--- config.mk ---
export PLATFORM = sky130hd
export DESIGN_NAME = cfu_issue_unit_flat
export DESIGN_NICKNAME = d
export VERILOG_FILES = /design/src/rtl/cfu_pkg.sv /design/src/rtl/cfu_fifo_interface.sv /design/src/rtl/cfu_tag_tracker.sv /design/src/rtl/cfu_issue_unit.sv /design/src/flat_wrapper.sv
export SDC_FILE = /design/constraint.sdc
export NUM_CORES = 1
export LEC_CHECK = 0
export CORE_MARGIN = 2
export CORE_UTILIZATION = 45
export DETAILED_ROUTE_END_ITERATION = 8
export GPL_ROUTABILITY_DRIVEN = 0
export GPL_TIMING_DRIVEN = 0
export PLACE_DENSITY = 0.87
export SYNTH_ARGS = -nofsm -noshare
export SYNTH_HDL_FRONTEND = slang
export SYNTH_SLANG_ARGS = --single-unit
--- constraint.sdc ---
create_clock -name clk -period 6.59 [get_ports clk]
set_input_delay 0.659 -clock clk [delete_from_list [all_inputs] [get_ports clk]]
set_output_delay 0.659 -clock clk [all_outputs]
set_load 0.05 [all_outputs]
--- src/rtl/cfu_pkg.sv ---
// ---------------------------------------------------------------------------
// cfu_pkg
//
// Shared types and sizes for the CFU issue path.
//   TAG_W / FUNCT_W / XLEN : field widths of a CFU request entry
//   REQ_W                  : width of one packed request FIFO entry
//   NUM_TAGS               : size of the tag space (one tracker bit per tag)
//   cfu_req_t              : {tag, funct, operand}, the FIFO entry layout
//   cfu_rsp_t              : {tag, data}, a CFU response
//   cfu_issue_state_t      : RUN / DRAIN issue state
// ---------------------------------------------------------------------------
package cfu_pkg;

    localparam int TAG_W    = 4;
    localparam int FUNCT_W  = 6;
    localparam int XLEN     = 32;
    localparam int REQ_W    = TAG_W + FUNCT_W + XLEN;
    localparam int NUM_TAGS = 1 << TAG_W;

    typedef struct packed {
        logic [TAG_W-1:0]   tag;
        logic [FUNCT_W-1:0] funct;
        logic [XLEN-1:0]    operand;
    } cfu_req_t;

    typedef struct packed {
        logic [TAG_W-1:0] tag;
        logic [XLEN-1:0]  data;
    } cfu_rsp_t;

    typedef enum logic {
        RUN   = 1'b0,
        DRAIN = 1'b1
    } cfu_issue_state_t;

endpackage

--- src/rtl/cfu_fifo_interface.sv ---
// ---------------------------------------------------------------------------
// cfu_fifo_interface
//
// Handshake bundle between a FIFO and its producer/consumer.
//   push, potential_push, data_in : write side (driven by the master)
//   pop                           : read strobe (driven by the master)
//   valid, data_out               : head-of-queue status and entry (slave)
// The master modport is the side that owns the read strobe; the slave
// modport is the FIFO storage itself.
// ---------------------------------------------------------------------------
interface cfu_fifo_interface
    import cfu_pkg::*;
#(
    parameter int DATA_WIDTH = REQ_W
);

    logic                  push;
    logic                  potential_push;
    logic [DATA_WIDTH-1:0] data_in;
    logic                  pop;
    logic                  valid;
    logic [DATA_WIDTH-1:0] data_out;

    modport master (
        output push,
        output potential_push,
        output data_in,
        output pop,
        input  valid,
        input  data_out
    );

    modport slave (
        input  push,
        input  potential_push,
        input  data_in,
        input  pop,
        output valid,
        output data_out
    );

endinterface

--- src/rtl/cfu_tag_tracker.sv ---
// ---------------------------------------------------------------------------
// cfu_tag_tracker
//
// Book-keeping for requests that have been popped but not yet retired.
//   clk, rst      : clock, synchronous active-high reset
//   set_valid_i   : a request with tag set_tag_i was popped this cycle
//   set_tag_i     : tag to mark busy
//   clr_valid_i   : a response with tag clr_tag_i retired this cycle
//   clr_tag_i     : tag to release
//   busy_o        : one registered bit per tag, 1 = tag in flight
//   count_o       : registered number of in-flight tags
//   at_limit_o    : count_o has reached MAX_OUTSTANDING
//
// Set and clear never target the same tag in one cycle: a pop needs the
// tag free, a retire needs it busy.
// ---------------------------------------------------------------------------
module cfu_tag_tracker
    import cfu_pkg::*;
#(
    parameter  int MAX_OUTSTANDING = 4,
    localparam int CNT_W           = $clog2(MAX_OUTSTANDING + 1)
) (
    input  logic                clk,
    input  logic                rst,
    input  logic                set_valid_i,
    input  logic [TAG_W-1:0]    set_tag_i,
    input  logic                clr_valid_i,
    input  logic [TAG_W-1:0]    clr_tag_i,
    output logic [NUM_TAGS-1:0] busy_o,
    output logic [CNT_W-1:0]    count_o,
    output logic                at_limit_o
);

    logic [NUM_TAGS-1:0] busy_q, busy_d;
    logic [CNT_W-1:0]    count_q, count_d;

    // Next busy vector and count. A simultaneous pop and retire leave
    // the count where it was.
    always_comb begin
        busy_d  = busy_q;
        count_d = count_q;
        if (set_valid_i) begin
            busy_d[set_tag_i] = 1'b1;
        end
        if (clr_valid_i) begin
            busy_d[clr_tag_i] = 1'b0;
        end
        unique case ({set_valid_i, clr_valid_i})
            2'b10:   count_d = count_q + CNT_W'(1);
            2'b01:   count_d = count_q - CNT_W'(1);
            default: count_d = count_q;
        endcase
    end

    // State registers.
    always_ff @(posedge clk) begin
        if (rst) begin
            busy_q  <= '0;
            count_q <= '0;
        end else begin
            busy_q  <= busy_d;
            count_q <= count_d;
        end
    end

    assign busy_o     = busy_q;
    assign count_o    = count_q;
    assign at_limit_o = (count_q >= CNT_W'(MAX_OUTSTANDING));

endmodule

--- src/rtl/cfu_issue_unit.sv ---
// ---------------------------------------------------------------------------
// cfu_issue_unit
//
// Pops CFU requests from the request FIFO, issues them to the custom
// function unit over a registered valid/ready channel, tracks the tags in
// flight and forwards tagged CFU responses to writeback through a single
// registered output stage.
//
// Ports:
//   clk, rst                         : clock, synchronous active-high reset
//   req_fifo (master)                : request FIFO; only pop is driven
//   cfu_req_valid/ready              : request channel handshake to the CFU
//   cfu_req_tag/funct/operand        : request payload
//   cfu_rsp_valid/tag/data           : response from the CFU
//   cfu_rsp_ready                    : response accepted by this block
//   rsp_valid/tag/data, rsp_ready    : forwarded response to writeback
//   flush                            : one-cycle request to stop popping
//                                      until everything in flight drains
//   idle                             : nothing in flight and not draining
//   tag_error                        : pulse for a response with an unknown tag
//   outstanding                      : popped but not yet retired requests
// ---------------------------------------------------------------------------
module cfu_issue_unit
    import cfu_pkg::*;
#(
    parameter  int DATA_WIDTH      = REQ_W,
    parameter  int MAX_OUTSTANDING = 4,
    localparam int CNT_W           = $clog2(MAX_OUTSTANDING + 1)
) (
    input  logic                 clk,
    input  logic                 rst,
    cfu_fifo_interface.master    req_fifo,
    output logic                 cfu_req_valid,
    input  logic                 cfu_req_ready,
    output logic [TAG_W-1:0]     cfu_req_tag,
    output logic [FUNCT_W-1:0]   cfu_req_funct,
    output logic [XLEN-1:0]      cfu_req_operand,
    input  logic                 cfu_rsp_valid,
    input  logic [TAG_W-1:0]     cfu_rsp_tag,
    input  logic [XLEN-1:0]      cfu_rsp_data,
    output logic                 cfu_rsp_ready,
    output logic                 rsp_valid,
    output logic [TAG_W-1:0]     rsp_tag,
    output logic [XLEN-1:0]      rsp_data,
    input  logic                 rsp_ready,
    input  logic                 flush,
    output logic                 idle,
    output logic                 tag_error,
    output logic [CNT_W-1:0]     outstanding
);

    cfu_issue_state_t    state_q, state_d;
    logic                reqValid_q, reqValid_d;
    cfu_req_t            req_q, req_d;
    logic                rspValid_q, rspValid_d;
    cfu_rsp_t            rsp_q, rsp_d;
    logic                tagError_q, tagError_d;

    logic [DATA_WIDTH-1:0] fifoWord;
    cfu_req_t              head;
    logic [NUM_TAGS-1:0]   tagBusy;
    logic [CNT_W-1:0]      countQ;
    logic                  atLimit;
    logic                  popEn;
    logic                  rspAccept;
    logic                  rspRetire;
    logic                  drained;

    // The FIFO head is reinterpreted as a request entry; a width mismatch
    // between the FIFO and the entry layout fails the cast at elaboration.
    assign fifoWord = req_fifo.data_out;
    assign head     = cfu_req_t'(fifoWord);

    // This block only consumes from the FIFO.
    assign req_fifo.push           = 1'b0;
    assign req_fifo.potential_push = 1'b0;
    assign req_fifo.data_in        = '0;

    // Pop uses only registered state plus the FIFO head, so nothing on the
    // CFU response side can reach it combinationally. A tag retired this
    // cycle is still busy in the registered table and can only be popped
    // again next cycle. Flush beats a same-cycle pop, and reset suppresses
    // pops so the FIFO never loses an entry the tracker is about to forget.
    assign popEn = !rst
                && req_fifo.valid
                && (state_q == RUN)
                && !flush
                && (!reqValid_q || cfu_req_ready)
                && !atLimit
                && !tagBusy[head.tag];

    assign req_fifo.pop = popEn;

    // The response stage is one register deep, so it can take a new
    // response whenever it is empty or being drained this cycle.
    assign cfu_rsp_ready = !rspValid_q || rsp_ready;
    assign rspAccept     = cfu_rsp_valid && cfu_rsp_ready;
    assign rspRetire     = rspAccept && tagBusy[cfu_rsp_tag];

    assign drained = (countQ == '0) && !reqValid_q && !rspValid_q;

    cfu_tag_tracker #(
        .MAX_OUTSTANDING (MAX_OUTSTANDING)
    ) u_tag_tracker (
        .clk         (clk),
        .rst         (rst),
        .set_valid_i (popEn),
        .set_tag_i   (head.tag),
        .clr_valid_i (rspRetire),
        .clr_tag_i   (cfu_rsp_tag),
        .busy_o      (tagBusy),
        .count_o     (countQ),
        .at_limit_o  (atLimit)
    );

    // RUN/DRAIN next state. A flush received while already draining has
    // nothing further to do. Draining ends once no request is held, no
    // response is buffered and the tracker is empty.
    always_comb begin
        state_d = state_q;
        unique case (state_q)
            RUN: begin
                if (flush) begin
                    state_d = DRAIN;
                end
            end
            DRAIN: begin
                if (drained) begin
                    state_d = RUN;
                end
            end
            default: state_d = RUN;
        endcase
    end

    // Request register: loaded on pop, otherwise emptied when the CFU takes
    // it. While the CFU stalls, neither branch fires, so the payload holds.
    always_comb begin
        reqValid_d = reqValid_q;
        req_d      = req_q;
        if (popEn) begin
            reqValid_d = 1'b1;
            req_d      = head;
        end else if (cfu_req_ready) begin
            reqValid_d = 1'b0;
        end
    end

    // Response register: only responses for a tag in flight are forwarded.
    // An unknown tag is swallowed and reported through tag_error, leaving
    // the buffered response (if any) to follow its own handshake.
    always_comb begin
        rspValid_d = rspValid_q;
        rsp_d      = rsp_q;
        tagError_d = rspAccept && !tagBusy[cfu_rsp_tag];
        if (rspRetire) begin
            rspValid_d = 1'b1;
            rsp_d.tag  = cfu_rsp_tag;
            rsp_d.data = cfu_rsp_data;
        end else if (rsp_ready) begin
            rspValid_d = 1'b0;
        end
    end

    // State and datapath registers.
    always_ff @(posedge clk) begin
        if (rst) begin
            state_q    <= RUN;
            reqValid_q <= 1'b0;
            req_q      <= '0;
            rspValid_q <= 1'b0;
            rsp_q      <= '0;
            tagError_q <= 1'b0;
        end else begin
            state_q    <= state_d;
            reqValid_q <= reqValid_d;
            req_q      <= req_d;
            rspValid_q <= rspValid_d;
            rsp_q      <= rsp_d;
            tagError_q <= tagError_d;
        end
    end

    assign cfu_req_valid   = reqValid_q;
    assign cfu_req_tag     = req_q.tag;
    assign cfu_req_funct   = req_q.funct;
    assign cfu_req_operand = req_q.operand;
    assign rsp_valid       = rspValid_q;
    assign rsp_tag         = rsp_q.tag;
    assign rsp_data        = rsp_q.data;
    assign tag_error       = tagError_q;
    assign outstanding     = countQ;
    assign idle            = (state_q == RUN) && drained;

endmodule

--- src/flat_wrapper.sv ---
// flat-port wrapper written by rule: the top's interface ports become plain ports
module cfu_issue_unit_flat import cfu_pkg::*;
#(
    parameter  int DATA_WIDTH      = REQ_W,
    parameter  int MAX_OUTSTANDING = 4,
    localparam int CNT_W           = $clog2(MAX_OUTSTANDING + 1)
)
  (clk, rst, cfu_req_valid, cfu_req_ready, cfu_req_tag, cfu_req_funct, cfu_req_operand, cfu_rsp_valid, cfu_rsp_tag, cfu_rsp_data, cfu_rsp_ready, rsp_valid, rsp_tag, rsp_data, rsp_ready, flush, idle, tag_error, outstanding, req_fifo_push, req_fifo_potential_push, req_fifo_data_in, req_fifo_pop, req_fifo_valid, req_fifo_data_out);
  cfu_fifo_interface #(.DATA_WIDTH(DATA_WIDTH)) req_fifo_i ();
  input  logic clk;
  input  logic rst;
  output logic cfu_req_valid;
  input  logic cfu_req_ready;
  output logic [TAG_W-1:0] cfu_req_tag;
  output logic [FUNCT_W-1:0] cfu_req_funct;
  output logic [XLEN-1:0] cfu_req_operand;
  input  logic cfu_rsp_valid;
  input  logic [TAG_W-1:0] cfu_rsp_tag;
  input  logic [XLEN-1:0] cfu_rsp_data;
  output logic cfu_rsp_ready;
  output logic rsp_valid;
  output logic [TAG_W-1:0] rsp_tag;
  output logic [XLEN-1:0] rsp_data;
  input  logic rsp_ready;
  input  logic flush;
  output logic idle;
  output logic tag_error;
  output logic [CNT_W-1:0] outstanding;
  output wire logic [$bits(req_fifo_i.push)-1:0] req_fifo_push;
  output wire logic [$bits(req_fifo_i.potential_push)-1:0] req_fifo_potential_push;
  output wire logic [$bits(req_fifo_i.data_in)-1:0] req_fifo_data_in;
  output wire logic [$bits(req_fifo_i.pop)-1:0] req_fifo_pop;
  input wire logic [$bits(req_fifo_i.valid)-1:0] req_fifo_valid;
  input wire logic [$bits(req_fifo_i.data_out)-1:0] req_fifo_data_out;
  assign req_fifo_push = req_fifo_i.push;
  assign req_fifo_potential_push = req_fifo_i.potential_push;
  assign req_fifo_data_in = req_fifo_i.data_in;
  assign req_fifo_pop = req_fifo_i.pop;
  assign req_fifo_i.valid = req_fifo_valid;
  assign req_fifo_i.data_out = req_fifo_data_out;
  cfu_issue_unit #(.DATA_WIDTH(DATA_WIDTH), .MAX_OUTSTANDING(MAX_OUTSTANDING)) u_core (.clk(clk), .rst(rst), .req_fifo(req_fifo_i), .cfu_req_valid(cfu_req_valid), .cfu_req_ready(cfu_req_ready), .cfu_req_tag(cfu_req_tag), .cfu_req_funct(cfu_req_funct), .cfu_req_operand(cfu_req_operand), .cfu_rsp_valid(cfu_rsp_valid), .cfu_rsp_tag(cfu_rsp_tag), .cfu_rsp_data(cfu_rsp_data), .cfu_rsp_ready(cfu_rsp_ready), .rsp_valid(rsp_valid), .rsp_tag(rsp_tag), .rsp_data(rsp_data), .rsp_ready(rsp_ready), .flush(flush), .idle(idle), .tag_error(tag_error), .outstanding(outstanding));
endmodule
[Yosys cells after proc, flatten, opt, wreduce, memory -nomap -nowiden]
Cells that the tools add are included.
Word-level totals
  output and inout port bits: 131
  input port bits: 85
  bits in registers: 101
  logic and storage cells: 69
Operators by class
  bitwise gates (word level): 4
  reduce and logical (&&, ||, !) cells: 27
  equal/unequal tests: 2
  magnitude comparators: 5
  add/sub/neg operators: 2
  mux-type cells: 18
Operators with widths (count)
  16-bit 2-to-1 mux: 2
  16-bit AND: 1
  16-bit inverter: 1
  16-bit OR: 1
  1-bit logical AND: 14
  4-bit by 5-bit less-than comparator with 1-bit output, second input constant: 2
  1-bit 2-to-1 mux: 10
  1-bit binary-select mux with 4-bit select: 2
  1-bit demux with 4-bit select: 2
  4-bit by 1-bit >= comparator with 1-bit output, second input constant: 2
  1-bit logical NOT: 7
  3-bit case mux with 2 select lines: 1
  2-bit nonzero test: 3
  3-bit by 1-bit adder with 3-bit output, second input constant: 1
  3-bit >= comparator, second input constant: 1
  3-bit logical NOT: 1
  3-bit by 1-bit subtractor with 3-bit output, second input constant: 1
  2-bit by 1-bit == test with 1-bit output, second input constant: 1
  2-bit == test, second input constant: 1
  1-bit logical OR: 2
  1-bit case mux with 2 select lines: 1
  1-bit inverter: 1

[Depth between registers and ports, before layout]
  word-level depth: 10
  gate-level depth with buffers: 13
  depth with buffers taken out: 11

[Cells and area by module]
Synthesis repeated with hierarchy kept, for this count alone.
Second synthesis, totals
  cell total of the unflattened synthesis: 471
  area, all modules: 4884.7 sq um
Modules (own cells, without submodules)
  cfu_issue_unit: instances 1, area an instance 4037.6 sq um, seq. area each 1641.6 sq um, cells each 383
  cfu_tag_tracker: instances 1, area an instance 847.1 sq um, seq. area each 380.4 sq um, cells each 88

[Worst setup path after synthesis]
OpenSTA, ideal clock, no wires.
  path kind: input port to flip-flop
  from: input port req_fifo_data_out[39]
  to: register u_core.u_tag_tracker.count_q[2] (netlist: u_core.u_tag_tracker.count_o[2])
  required time: 6520 ps
  data arrival time: 3403 ps
  stages on the path: 13
  path slack: 3117 ps
  cells stage by stage: clkbuf_1 -> nor2b_1 -> a22oi_1 -> and3_1 -> clkbuf_1 -> nor2_1 -> inv_1 -> ha_1 -> inv_1 -> fa_1 -> xor2_1 -> or3_1 -> a21oi_1
On the way
  word-level cells in the longest chain between the ends: 6
  elaborated cells between the ends (all ways): 8
  classes of those cells: 2 x eq/ne; 3 x mux; 3 x reduce/logical
Ends and longest elaborated chain
  from (decl): RTL line flat_wrapper.sv:34  | input wire logic [$bits(req_fifo_i.data_out)-1:0] req_fifo_data_out;
  1-bit binary-select mux with 4-bit select *: RTL line cfu_issue_unit.sv:90  | && !tagBusy[head.tag];
  1-bit 2-to-1 mux (not written as such) *: RTL line cfu_issue_unit.sv:90
  1-bit logical NOT *: RTL line cfu_issue_unit.sv:90
  1-bit logical AND *: RTL line cfu_issue_unit.sv:90
  named net req_fifo_pop: RTL line flat_wrapper.sv:32  | output wire logic [$bits(req_fifo_i.pop)-1:0] req_fifo_pop;
  2-bit by 1-bit == test with 1-bit output or 2-bit == test (tied branches): RTL line cfu_tag_tracker.sv:48  | unique case ({set_valid_i, clr_valid_i})
  3-bit case mux with 2 select lines or 2-bit nonzero test (tied branches)
  to (signal assigned): RTL line cfu_tag_tracker.sv:62  | count_q <= count_d;
  to (decl): RTL line cfu_tag_tracker.sv:35  | logic [CNT_W-1:0] count_q, count_d;
The timed path passes the listed nets; every way through them passes the cells marked *. The select of a mux whose other input is x is not followed.
A chain may end at the register's enable or synchronous reset.

[Final worst setup path]
  from: input port req_fifo_data_out[38]
  to: output port req_fifo_pop
On the way
  word-level cells in the longest chain between the ends: 4
Ends and longest elaborated chain (RTL line)
  1-bit binary-select mux with 4-bit select: cfu_issue_unit.sv:90
  1-bit 2-to-1 mux (not written as such): cfu_issue_unit.sv:90
  1-bit logical NOT: cfu_issue_unit.sv:90
  1-bit logical AND: cfu_issue_unit.sv:90
  to (decl): flat_wrapper.sv:32
No other way between the ends. The select of a mux whose other input is x is not followed.

==> summary by stage <==
Floorplan
216 I/O pins were placed. The die height is 104.9 µm. The core area is 0.009819 mm². The die covers 0.01101 mm². The cell row count is 36. Measured along the x axis, the die boundary spans 104.9 µm. Once the floorplan was initialized, standard cells occupied 46.66% of the core.

Worst setup path
The highest net fanout along the worst path is 8. The worst setup path is launched from a primary input. The depth of the worst register-to-register path is 12.

The signal on the critical path passes through clkdlybuf4s50_1, mux4_2, nand3_1, nand3_1, nor2_1, clkdlybuf4s50_1. The critical-path cell with the highest stage delay is sky130_fd_sc_hd__clkdlybuf4s50_1. The critical path endpoint is req_fifo_pop. The worst setup path is captured at an output pin.

The arrival time at the worst endpoint is 3.39 ns. The critical path is of the primary input to output pin type. The critical path startpoint is req_fifo_data_out[38].

In this run the critical register-to-register path is captured at u_core.u_tag_tracker.count_o[2]. The startpoint of the lowest-slack register-to-register path is u_core.u_tag_tracker.busy_o[6]. Setup slack on the worst reg-to-reg path comes out at 3.68 ns. The highest cell delay on the worst timing path is 0.89 ns. Data on the critical path is required at its endpoint by 5.93 ns.

Placed design
The half-perimeter wire length after placement is 11000 µm. Buffers placed on the I/O ports in this run total 168. Once placement completed, the tool counted placed cells totaling 861.

Global routing
The largest net degree at the start of global routing is 17. The via count of the first global-routing pass is 4549. The final global-route overflow total is 0. The number of antenna violations at the first check in global routing is 0.

The global-route wire length before repair is 22100 µm. The total global routing track utilization is 24.88%.

STA
The fmax is 246.9 MHz. The final period demand of the worst path is 4.050 ns. The slew at the pin with the worst max-slew slack is 0.7580 ns. The final setup violation count is 0.

The final-report hold violation count is 0. The worst-case headroom to the max-slew limit is 48.76%. The sum of negative setup slack is 0 ns. The final worst clock skew is 0.008311 ns. Setup repair after global routing left no endpoint under its margin. In the finished design, the share of the clock period the worst path needs comes to 61.46%.

The count of final max-slew check failures is 0.

Layout
The library cells used most frequently in the layout, excluding fill and tap cells, are 168 x sky130_fd_sc_hd__clkdlybuf4s50_1, 101 x sky130_fd_sc_hd__dfxtp_1, 56 x sky130_fd_sc_hd__nor2_1, 53 x sky130_fd_sc_hd__a21oi_1. The library cell used most frequently in the layout, excluding fill and tap cells, is sky130_fd_sc_hd__clkdlybuf4s50_1. The layout cell share with drive strength beyond 1 is 9.690%. The final non-filler cell total is 876. The storage element area is 0.002022 mm².

In the final design database the tool counted 826 nets. The area growth from synthesis to layout is 47.87%. The number of fill cells in the layout is 741. The repair_antennas step left the layout with diodes totalling 0. The multi-input logic area is 0.002137 mm².

Logic synthesis
The number of standard cells after synthesis is 517. The flop and latch count out of synthesis is 101. Ranked by total cell area, the synthesized netlist is headed by sky130_fd_sc_hd__dfxtp_1 44%, sky130_fd_sc_hd__mux2i_1 9.6%, sky130_fd_sc_hd__buf_4 7.2%, sky130_fd_sc_hd__a21oi_1 5.8%, sky130_fd_sc_hd__nand3_1 5.0%.

The number of synthesized flops with an enable pin is 0. The warning count from the yosys run is 0. The most used flip-flop cell after synthesis is sky130_fd_sc_hd__dfxtp_1. The share of flip-flops with an asynchronous set or reset after synthesis is 0%. The average cell area after synthesis is 8.862 µm². The largest area contributor in the netlist is sky130_fd_sc_hd__dfxtp_1.

The sequential-to-total area share from yosys stat is 44.13%. The number of different library cells used by synthesis comes to 43. The post-synth design cell area is 0.004582 mm². The share of the synthesized area in the top cell type is 44.13%.

Power and ir drop
For this design the ratio of total power to cell area is 197.4 mW/mm². The worst-case IR drop observed on VDD is 0.1251 mV. For this design the static power due to leakage is 2.769 nW.

CTS
After clock tree synthesis, the setup repair step added 0 buffers. The clock passes through at most 2 buffers. The TritonCTS clock tree is built.

The cell at the root of the clock tree is sky130_fd_sc_hd__clkbuf_8. Clock-pin slew was measured on the worst setup and hold paths at 0.09 ns. The clock reaches the later pin of the worst-skew pair after 0.37 ns. The number of buffers inserted during clock tree synthesis is 9.

The number of sinks driven by the clock tree is 101. The cts-stage hold buffer count is 0. The number of gates resized after CTS is 0.

The clock tree synthesis step divided the H-tree into 3 levels.

Run
The number of max-cap violations is 0.

Routing
The routed via count divided by cell count is 5.292. Once detail routing completed, the nets flagged for antenna violations numbered 0. In this run, the number of DRC markers left after iteration 0 of detailed routing was 383. The wire length per cell is 16.17 µm. The final layout contains routed wiring with a total length of 14170 µm. The via count is 4636.

The number of iterations in the first detailed-routing pass is 5. In the routed design, unresolved DRC markers number 0.

Outcome
The run finished with clean final reports.

Min path
In this run the worst hold path is classified as flop to flop.
layout make-up:
type	instances	area share, %
Clock buffer	11	2.235
Timing Repair Buffer	168	24.82
Sequential cell	101	29.84
Clock inverter	4	0.4801
Tap cell	133	2.456
Multi-Input combinational cell	365	31.54
Inverter	9	0.4986
Buffer	85	8.126
sequential cells by signal, summed over array words and instances (netlist names), 3 cells and up:
| name | count |
|---|---|
| u_core.rsp_data | 32 |
| u_core.cfu_req_operand | 32 |
| u_core.rsp_tag | 4 |
| u_core.cfu_req_funct | 6 |
| u_core.u_tag_tracker.count_o | 3 |
| u_core.u_tag_tracker.busy_o | 16 |
| u_core.cfu_req_tag | 4 |
layer usage:
layer	vias up	wire [µm]	GRT usage, %
li1	2171	-	-
met1	2197	5371	27.60
met2	228	7415	45.55
met3	40	900	4.928
met4	0	482	11.24
met5	-	0	0
how the worst min path moves through the flow:
stage / from / end / slack, ns / cells past startpoint
global placement: u_core.cfu_req_funct[4] / u_core.cfu_req_funct[4] / 0.46 / 2
CTS: u_core.cfu_req_tag[2] / u_core.cfu_req_tag[2] / 0.48 / 2
floorplan: u_core.state_q / u_core.state_q / 0.44 / 1
detailed placement: u_core.cfu_req_tag[2] / u_core.cfu_req_tag[2] / 0.47 / 2
global route: u_core.cfu_req_operand[20] / u_core.cfu_req_operand[20] / 0.51 / 2
finish: u_core.cfu_req_operand[6] / u_core.cfu_req_operand[6] / 0.48 / 2
power by group:
group | internal [W] | total [W] | switching, W
sequential | 0.000627 | 0.000637 | 0.00000973
combinational | 0.000122 | 0.000327 | 0.000205
clock | 0.000158 | 0.000374 | 0.000216
total | 0.000907 | 0.00134 | 0.000430
cells by family (layout without fill, tap and decap cells):
group,Yosys count,count (layout),share of synthesized area [%]
simple gates,140,140,14.61
fa+ha+maj,2,2,0.7100
mux,51,51,11.82
buf+inv,94,277,12.75
xor+xnor,2,2,0.3824
compound gates,126,126,15.51
flops,101,101,44.13
other cells,1,44,0.08184
worst max-delay path: cells and delay by family:
kind	cells	cell delay [ns]
buf+inv	2	1.57
mux	1	0.57
simple gates	3	0.59
synthesized netlist by cell type (all sizes together), types with 2 or more instances:
cell / n
or3: 2
and3: 3
inv: 9
nand2: 6
nand4b: 3
and2: 3
a221oi: 2
buf: 52
clkbuf: 33
a211oi: 3
nand4: 2
nor2b: 4
a311oi: 6
o21ai: 46
a31oi: 5
a41oi: 4
nand2b: 3
mux4: 2
mux2i: 44
nor2: 56
a22oi: 4
a21oi: 53
dfxtp: 101
xor2: 2
nor3: 7
nand3: 46
mux2: 5
stage by stage:
stage	total power (W)	instance area (µm²)	hold slack (ns)	util, %	setup WS [ns]
after CTS	0.001336	6775	0.4816	69.00	2.571
final	0.001337	6775	0.4769	69.00	2.540
after detailed placement	0.0009739	6591	0.4682	67.13	2.579
after floorplan	0.0008633	4743	0.4425	-	3.117
after global placement	0.0009668	6591	0.4604	67.13	2.580
after global routing	0.001386	6775	0.5080	69.00	2.469
Power figures use the tool's default switching activity.
